`src/rtl/snake_head_stepper_pkg.sv`:
```
// -----------------------------------------------------------------------------
// snake_head_stepper_pkg
// Shared definitions for the snake head stepper and its neighbours (body,
// collision and renderer blocks): direction codes, FSM state codes, default
// grid dimensions and small direction helpers.
// -----------------------------------------------------------------------------
package snake_head_stepper_pkg;

   localparam int GRID_W_DEF  = 40;
   localparam int GRID_H_DEF  = 30;
   localparam int START_X_DEF = 20;
   localparam int START_Y_DEF = 15;

   // Direction codes are chosen so that the opposite direction is code ^ 2.
   typedef enum logic [1:0] {
      DIR_RIGHT = 2'd0,
      DIR_UP    = 2'd1,
      DIR_LEFT  = 2'd2,
      DIR_DOWN  = 2'd3
   } dir_e;

   typedef enum logic [1:0] {
      ST_IDLE  = 2'd0,
      ST_RUN   = 2'd1,
      ST_PAUSE = 2'd2
   } state_e;

   // 180-degree reversal of a direction.
   function automatic dir_e opposite_dir(input dir_e d);
      return dir_e'(d ^ 2'd2);
   endfunction

   // Priority encode held buttons: Up > Down > Left > Right.
   function automatic dir_e encode_request(input logic up, input logic down,
                                           input logic left, input logic right);
      dir_e r;
      if (up) begin
         r = DIR_UP;
      end else if (down) begin
         r = DIR_DOWN;
      end else if (left) begin
         r = DIR_LEFT;
      end else if (right) begin
         r = DIR_RIGHT;
      end else begin
         r = DIR_RIGHT;
      end
      return r;
   endfunction

endpackage

```
`src/rtl/snake_head_stepper_rise_detect.sv`:
```
// -----------------------------------------------------------------------------
// snake_head_stepper_rise_detect
// Rising-edge detector for a level signal synchronous to clk. The history
// flop resets to RESET_VAL so that a source which is already high when reset
// is released does not produce a spurious pulse.
// Ports:
//   clk     in   clock
//   rst     in   asynchronous active-high reset
//   sig_in  in   level input
//   pulse   out  sig_in & ~previous(sig_in), combinational from the flop
// -----------------------------------------------------------------------------
module snake_head_stepper_rise_detect #(
   parameter logic RESET_VAL = 1'b1
) (
   input  logic clk,
   input  logic rst,
   input  logic sig_in,
   output logic pulse
);

   logic sig_d;
   logic sig_q;

   // Next value of the history flop: always the current input.
   always_comb begin
      sig_d = sig_in;
   end

   // History flop, updated every cycle regardless of game state.
   always_ff @(posedge clk or posedge rst) begin
      if (rst) begin
         sig_q <= RESET_VAL;
      end else begin
         sig_q <= sig_d;
      end
   end

   assign pulse = sig_in & ~sig_q;

endmodule

```
`src/rtl/snake_head_stepper.sv`:
```
// -----------------------------------------------------------------------------
// snake_head_stepper
// Advances the snake head one grid cell per rising edge of the game-rate
// tick while running. Latches the player's direction request between ticks,
// rejects 180-degree reversals against the committed direction, and wraps at
// the grid edges.
// Ports:
//   clkIn                 in   pixel clock, single clock domain
//   rst                   in   asynchronous active-high reset
//   tickIn                in   prescaler level output (game tick)
//   enable                in   1 = run, 0 = pause
//   restart               in   1-cycle pulse: back to start position, IDLE
//   btnUp/Down/Left/Right in   debounced direction request levels
//   headX / headY         out  head column / row (row 0 = top)
//   dir                   out  committed direction (0 R, 1 U, 2 L, 3 D)
//   step                  out  1-cycle pulse: head moved
//   wrapped               out  1-cycle pulse with step on an edge crossing
// -----------------------------------------------------------------------------
module snake_head_stepper
   import snake_head_stepper_pkg::*;
#(
   parameter int GRID_W  = GRID_W_DEF,
   parameter int GRID_H  = GRID_H_DEF,
   parameter int START_X = START_X_DEF,
   parameter int START_Y = START_Y_DEF,
   parameter int X_W     = 6,
   parameter int Y_W     = 5
) (
   input  logic           clkIn,
   input  logic           rst,
   input  logic           tickIn,
   input  logic           enable,
   input  logic           restart,
   input  logic           btnUp,
   input  logic           btnDown,
   input  logic           btnLeft,
   input  logic           btnRight,
   output logic [X_W-1:0] headX,
   output logic [Y_W-1:0] headY,
   output logic [1:0]     dir,
   output logic           step,
   output logic           wrapped
);

   localparam logic [X_W-1:0] X_MAX   = X_W'(GRID_W - 1);
   localparam logic [Y_W-1:0] Y_MAX   = Y_W'(GRID_H - 1);
   localparam logic [X_W-1:0] X_START = X_W'(START_X);
   localparam logic [Y_W-1:0] Y_START = Y_W'(START_Y);

   state_e         state_q, state_d;
   logic [X_W-1:0] head_x_q, head_x_d;
   logic [Y_W-1:0] head_y_q, head_y_d;
   dir_e           dir_q, dir_d;
   dir_e           pend_q, pend_d;
   logic           step_q, step_d;
   logic           wrapped_q, wrapped_d;

   logic           tick_edge;
   logic           step_go;
   logic           req_valid;
   dir_e           req_dir;

   // Tick history resets high: the prescaler starts high, which must not step.
   snake_head_stepper_rise_detect #(
      .RESET_VAL (1'b1)
   ) u_tick_edge (
      .clk    (clkIn),
      .rst    (rst),
      .sig_in (tickIn),
      .pulse  (tick_edge)
   );

   // Current direction request from the held buttons.
   always_comb begin
      req_valid = btnUp | btnDown | btnLeft | btnRight;
      req_dir   = encode_request(btnUp, btnDown, btnLeft, btnRight);
   end

   // Next-state logic: FSM, position update with wrap, direction latch.
   always_comb begin
      state_d   = state_q;
      head_x_d  = head_x_q;
      head_y_d  = head_y_q;
      dir_d     = dir_q;
      pend_d    = pend_q;
      step_d    = 1'b0;
      wrapped_d = 1'b0;
      step_go   = (state_q == ST_RUN) && enable && tick_edge && !restart;

      if (restart) begin
         // Restart wins over a same-cycle tick edge and any button.
         state_d  = ST_IDLE;
         head_x_d = X_START;
         head_y_d = Y_START;
         dir_d    = DIR_RIGHT;
         pend_d   = DIR_RIGHT;
      end else begin
         case (state_q)
            ST_IDLE:  state_d = enable ? ST_RUN : ST_IDLE;
            ST_RUN:   state_d = enable ? ST_RUN : ST_PAUSE;
            ST_PAUSE: state_d = enable ? ST_RUN : ST_PAUSE;
            default:  state_d = ST_IDLE;
         endcase

         if (step_go) begin
            dir_d  = pend_q;
            step_d = 1'b1;
            // Edge compares come first; the grid is not a power of two.
            case (pend_q)
               DIR_RIGHT: begin
                  if (head_x_q == X_MAX) begin
                     head_x_d  = '0;
                     wrapped_d = 1'b1;
                  end else begin
                     head_x_d  = head_x_q + X_W'(1);
                  end
               end
               DIR_LEFT: begin
                  if (head_x_q == '0) begin
                     head_x_d  = X_MAX;
                     wrapped_d = 1'b1;
                  end else begin
                     head_x_d  = head_x_q - X_W'(1);
                  end
               end
               DIR_UP: begin
                  if (head_y_q == '0) begin
                     head_y_d  = Y_MAX;
                     wrapped_d = 1'b1;
                  end else begin
                     head_y_d  = head_y_q - Y_W'(1);
                  end
               end
               DIR_DOWN: begin
                  if (head_y_q == Y_MAX) begin
                     head_y_d  = '0;
                     wrapped_d = 1'b1;
                  end else begin
                     head_y_d  = head_y_q + Y_W'(1);
                  end
               end
               default: begin
                  head_x_d = head_x_q;
                  head_y_d = head_y_q;
               end
            endcase
         end else if ((state_q == ST_RUN) && req_valid &&
                      (req_dir != opposite_dir(dir_q))) begin
            // Reversal is judged against the committed direction, so a
            // turn-then-reverse sequence within one tick cannot fold back.
            pend_d = req_dir;
         end else begin
            pend_d = pend_q;
         end
      end
   end

   // State and registered outputs.
   always_ff @(posedge clkIn or posedge rst) begin
      if (rst) begin
         state_q   <= ST_IDLE;
         head_x_q  <= X_START;
         head_y_q  <= Y_START;
         dir_q     <= DIR_RIGHT;
         pend_q    <= DIR_RIGHT;
         step_q    <= 1'b0;
         wrapped_q <= 1'b0;
      end else begin
         state_q   <= state_d;
         head_x_q  <= head_x_d;
         head_y_q  <= head_y_d;
         dir_q     <= dir_d;
         pend_q    <= pend_d;
         step_q    <= step_d;
         wrapped_q <= wrapped_d;
      end
   end

   assign headX   = head_x_q;
   assign headY   = head_y_q;
   assign dir     = dir_q;
   assign step    = step_q;
   assign wrapped = wrapped_q;

endmodule

```
`config.mk`:
```
export PLATFORM = sky130hd
export DESIGN_NAME = snake_head_stepper
export DESIGN_NICKNAME = d
export VERILOG_FILES = /design/src/rtl/snake_head_stepper_pkg.sv /design/src/rtl/snake_head_stepper_rise_detect.sv /design/src/rtl/snake_head_stepper.sv
export SDC_FILE = /design/constraint.sdc
export NUM_CORES = 1
export LEC_CHECK = 0
export ABC_CLOCK_PERIOD_IN_PS = 1660
export BUFFER_PORTS_ARGS = -buffer_cell sky130_fd_sc_hd__buf_4
export CORE_UTILIZATION = 50
export CTS_BUF_LIST = sky130_fd_sc_hd__clkbuf_16
export DETAILED_ROUTE_END_ITERATION = 12
export MAX_ROUTING_LAYER = met4
export PLACE_DENSITY = 0.72
export SYNTH_ARGS = -nofsm -noshare
export SYNTH_HDL_FRONTEND = slang
export SYNTH_SLANG_ARGS = --single-unit
```
`constraint.sdc`:
```
create_clock -name clkIn -period 1.66 [get_ports clkIn]
set_clock_uncertainty 0.1 [all_clocks]
set_input_delay 0.083 -clock clkIn [delete_from_list [all_inputs] [get_ports clkIn]]
set_output_delay 0.083 -clock clkIn [all_outputs]
set_load 0.01 [all_outputs]
```
==> results.py <==
metrics = {
    "status": {
        "violations": "setup timing",
        "outcome": "finished with violations",
    },
    "sta": {
        "relSlewSlack_pct": 76.8,
        "fmax_ghz": 0.590,
        "period_share_pct": 102,
        "setup_tns_ns": -0.100,
        "whs_ns": 0.0325,
        "drv_slew": 0,
        "rsz0062_at_grt": "yes",
        "post-route-worst-setup-slack_ns": -0.0342,
        "min_period_ns": 1.69,
        "hold_viol": 0,
        "worstMarginPinSlew_ns": 0.346,
        "finalSetupViolations": 4,
    },
    "clocking": {
        "cts_sinks": 20,
        "root_buffer": "clkbuf_16",
        "htreeDepth": 1,
        "clock_latency_ns": 0.25,
        "clk_path_buf_depth": 2,
        "path_clk_slew_ns": 0.06,
        "numCtsBuffers": 3,
        "cts_tree": "yes",
    },
    "final_layout": {
        "area_growth_pct": 45.8,
        "fin_area_mm2": 0.00216,
        "fin_nets": 242,
        "fill_cells": 187,
        "diodes": 0,
        "final_layout_size_suffix_gt1_share_pct": 46.2,
        "ff_latch_area_um2": 512,
        "multiInputGateArea_um2": 980,
    },
    "placement": {
        "place.port_buffers": 23,
        "place_congestion": 0.961,
        "placed_area_mm2": 0.00186,
        "hpwl_um": 2790,
        "dpl_worst_slack_ns": -0.0781,
    },
    "critical_path": {
        "worstReg2RegStart": "headY[0]",
        "required_ns": 1.76,
        "cp-start-kind": "flop",
        "end_kind": "flop",
        "r2r_cells": 8,
        "slowest_stage": "dfstp_2",
        "worstPathArrival_ns": 1.79,
        "path_buf_inv": 3,
        "critPathMaxStageDelay_ns": 0.39,
        "path_depth": 8,
        "r2r_end": "headY[0]",
        "worstSetupPathType": "reg -> reg",
        "crit_top_cell": "a21oi_1",
        "cp_cell_sequence": "inv_2, ha_4, inv_4, nor4_4, buf_4, a21oi_1, a21oi_1, o22a_1",
        "crit_family": "flip-flops",
        "ff2ff_setup_slack_ns": -0.03,
        "cp_max_fo": 4,
    },
    "floorplanning": {
        "die_y_um": 56.4,
        "die_w_um": 56.4,
        "die-area_mm2": 0.00318,
        "ioPinCount": 24,
        "core_area_mm2": 0.00278,
        "initial_core_util_pct": 53.3,
        "rows": 19,
    },
    "yosys": {
        "yosysMostFrequentCell": "nor2_1",
        "ys_ff_latch": 20,
        "syn_area_mm2": 0.00148,
        "synth_commonest_cells": "18 x nor2_1, 17 x nand2_1, 13 x dfrtp_1",
        "synth_cells": 163,
        "syn-mean-instance-area_um2": 9.09,
        "synth-seq-area-share_pct": 34.4,
        "synth_cell_type_count": 53,
        "ys.warnings.count": 0,
        "async_flop_share_pct": 100,
        "synth_area_leaders": "dfrtp_1 22%, dfstp_2 12%, ha_1 7.6%",
        "synth_edf_count": 0,
        "synthFlopType": "dfrtp_1",
        "yosysTopAreaCell": "dfrtp_1",
        "syn_nets": 181,
        "synth_top_area_share_pct": 22.0,
    },
    "drt": {
        "ant_nets": 0,
        "vias_per_cell": 6.06,
        "drt_iter0_drc": 97,
        "routed_wl_um": 4190,
        "post_drt_wl_per_cell_um": 16.5,
        "vias": 1540,
        "post-route-drc-count": 0,
        "drt_pass1_iterations": 4,
    },
    "power": {
        "p_per_area_mw_per_mm2": 621,
        "p_leak_nw": 1.00,
        "max-vdd-ir-drop_uv": 657,
    },
    "hold_path": {
        "holdPathEnd": "dir[1]",
        "hp-start": "restart",
        "hold_path_depth": 2,
        "min_path_type": "in -> reg",
    },
    "global_routing": {
        "grt_usage_pct": 27.5,
        "grt_max_degree": 21,
        "grt_overflow": 0,
        "grt_pass1_vias": 1474,
        "antenna_found_initial": 0,
        "grt_pass1_wl_um": 6670,
    },
    "job": {
        "drv_cap": 0,
    },
}
[logic make-up after synthesis]
| group | count (synthesis) | share of synthesized area (%) |
|---|---|---|
| and+or+nand+nor | 63 | 25.2 |
| buffers and inverters | 17 | 6.17 |
| AOI/OAI and AO/OA | 48 | 23.1 |
| muxes | 1 | 0.676 |
| DFF | 20 | 34.4 |
| xor gates and xnor gates | 5 | 2.96 |
| adders and majority gates | 9 | 7.60 |
[sequential cells by signal, indices dropped and copies added, names as in the netlist]
register and cells:
headX 6, u_tick_edge.sig_q 1, wrapped 1, pend_q 2, step 1, state_q 2, dir 2, headY 5
[layer usage]
metal  track usage (%)  share of wire [%]  routed length [um]  vias up
met5                 -                  0                   0        -
met1              33.1                 40                1670      758
li1                  -                  -                   -      713
met2              47.1                 53                2220       57
met4              11.8                2.5                 104        0
met3              2.30                4.7                 196       12
[what timing repair did]
item | CTS | global route
pin swaps | 3 | 8
hold buffers | 3 | 0
setup endpoints to repair | 7 | 9
hold endpoints to repair | 15 | 0
resized for setup | 9 | 16
buffers inserted | 3 | 6
[layout by cell type, fill, tap and decap left out, drive strengths merged, types with 2 or more instances in the layout]
| master | netlist | layout |
|---|---|---|
| nor2 | 20 | 20 |
| o211ai | 3 | 3 |
| o22a | 2 | 2 |
| ha | 9 | 9 |
| a21oi | 9 | 9 |
| buf | 7 | 61 |
| nor3 | 4 | 4 |
| nor3b | 3 | 3 |
| xnor2 | 4 | 4 |
| a211oi | 5 | 5 |
| o21a | 2 | 2 |
| nand4 | 2 | 2 |
| clkbuf | 1 | 3 |
| a21o | 3 | 3 |
| nand3 | 3 | 3 |
| dlygate4sd3 | 0 | 3 |
| nand4b | 3 | 3 |
| nand2b | 2 | 2 |
| nand2 | 17 | 17 |
| o21ai | 9 | 9 |
| o22ai | 3 | 3 |
| nand3b | 2 | 2 |
| inv | 9 | 9 |
| dfstp | 7 | 7 |
| dfrtp | 13 | 13 |
[worst max path at each step]
| stage | start | slack [ns] | to |
|---|---|---|---|
| global placement | state_q[1] | -0.02 | headY[3] |
| global route | state_q[1] | -0.09 | headY[3] |
| finish | headY[0] | -0.03 | headY[0] |
| detailed placement | state_q[1] | -0.08 | headX[3] |
| CTS | headY[0] | -0.003 | wrapped |
| floorplan | headY[1] | 0.006 | headY[3] |
[cell type report]
| cell class | instances | area share [%] |
|---|---|---|
| multi-input combinational | 126 | 45.4 |
| sequential | 20 | 23.7 |
| timing repair buffer | 64 | 22.6 |
| clock buffer | 3 | 3.48 |
| tap | 31 | 1.80 |
| inverter | 9 | 1.68 |
| clock inverter | 1 | 1.39 |
[worst reg2reg max path, delay by kind of cell (launching register included)]
| family | cells | cell delay (ns) |
|---|---|---|
| flops | 1 | 0.39 |
| compound gates | 3 | 0.35 |
| simple gates | 1 | 0.33 |
| buf+inv | 3 | 0.30 |
| fa+ha+maj | 1 | 0.18 |
[power by group]
part	leakage, nW	switching (W)	internal [W]	total [W]
combinational	0.700	0.0000827	0.0000794	0.000162
clock	0.0511	0.000189	0.000479	0.000667
sequential	0.250	0.0000133	0.000499	0.000512
total	1.00	0.000285	0.00106	0.00134
[per-stage QoR]
stage	utilization [%]	instances	power, W
floorplan	-	163	0.000592
global placement	66.7	238	0.000646
detailed placement	66.7	238	0.000653
CTS	73.8	248	0.00133
global route	77.6	254	0.00138
finish	77.6	254	0.00134
Power figures use the tool's default switching activity.
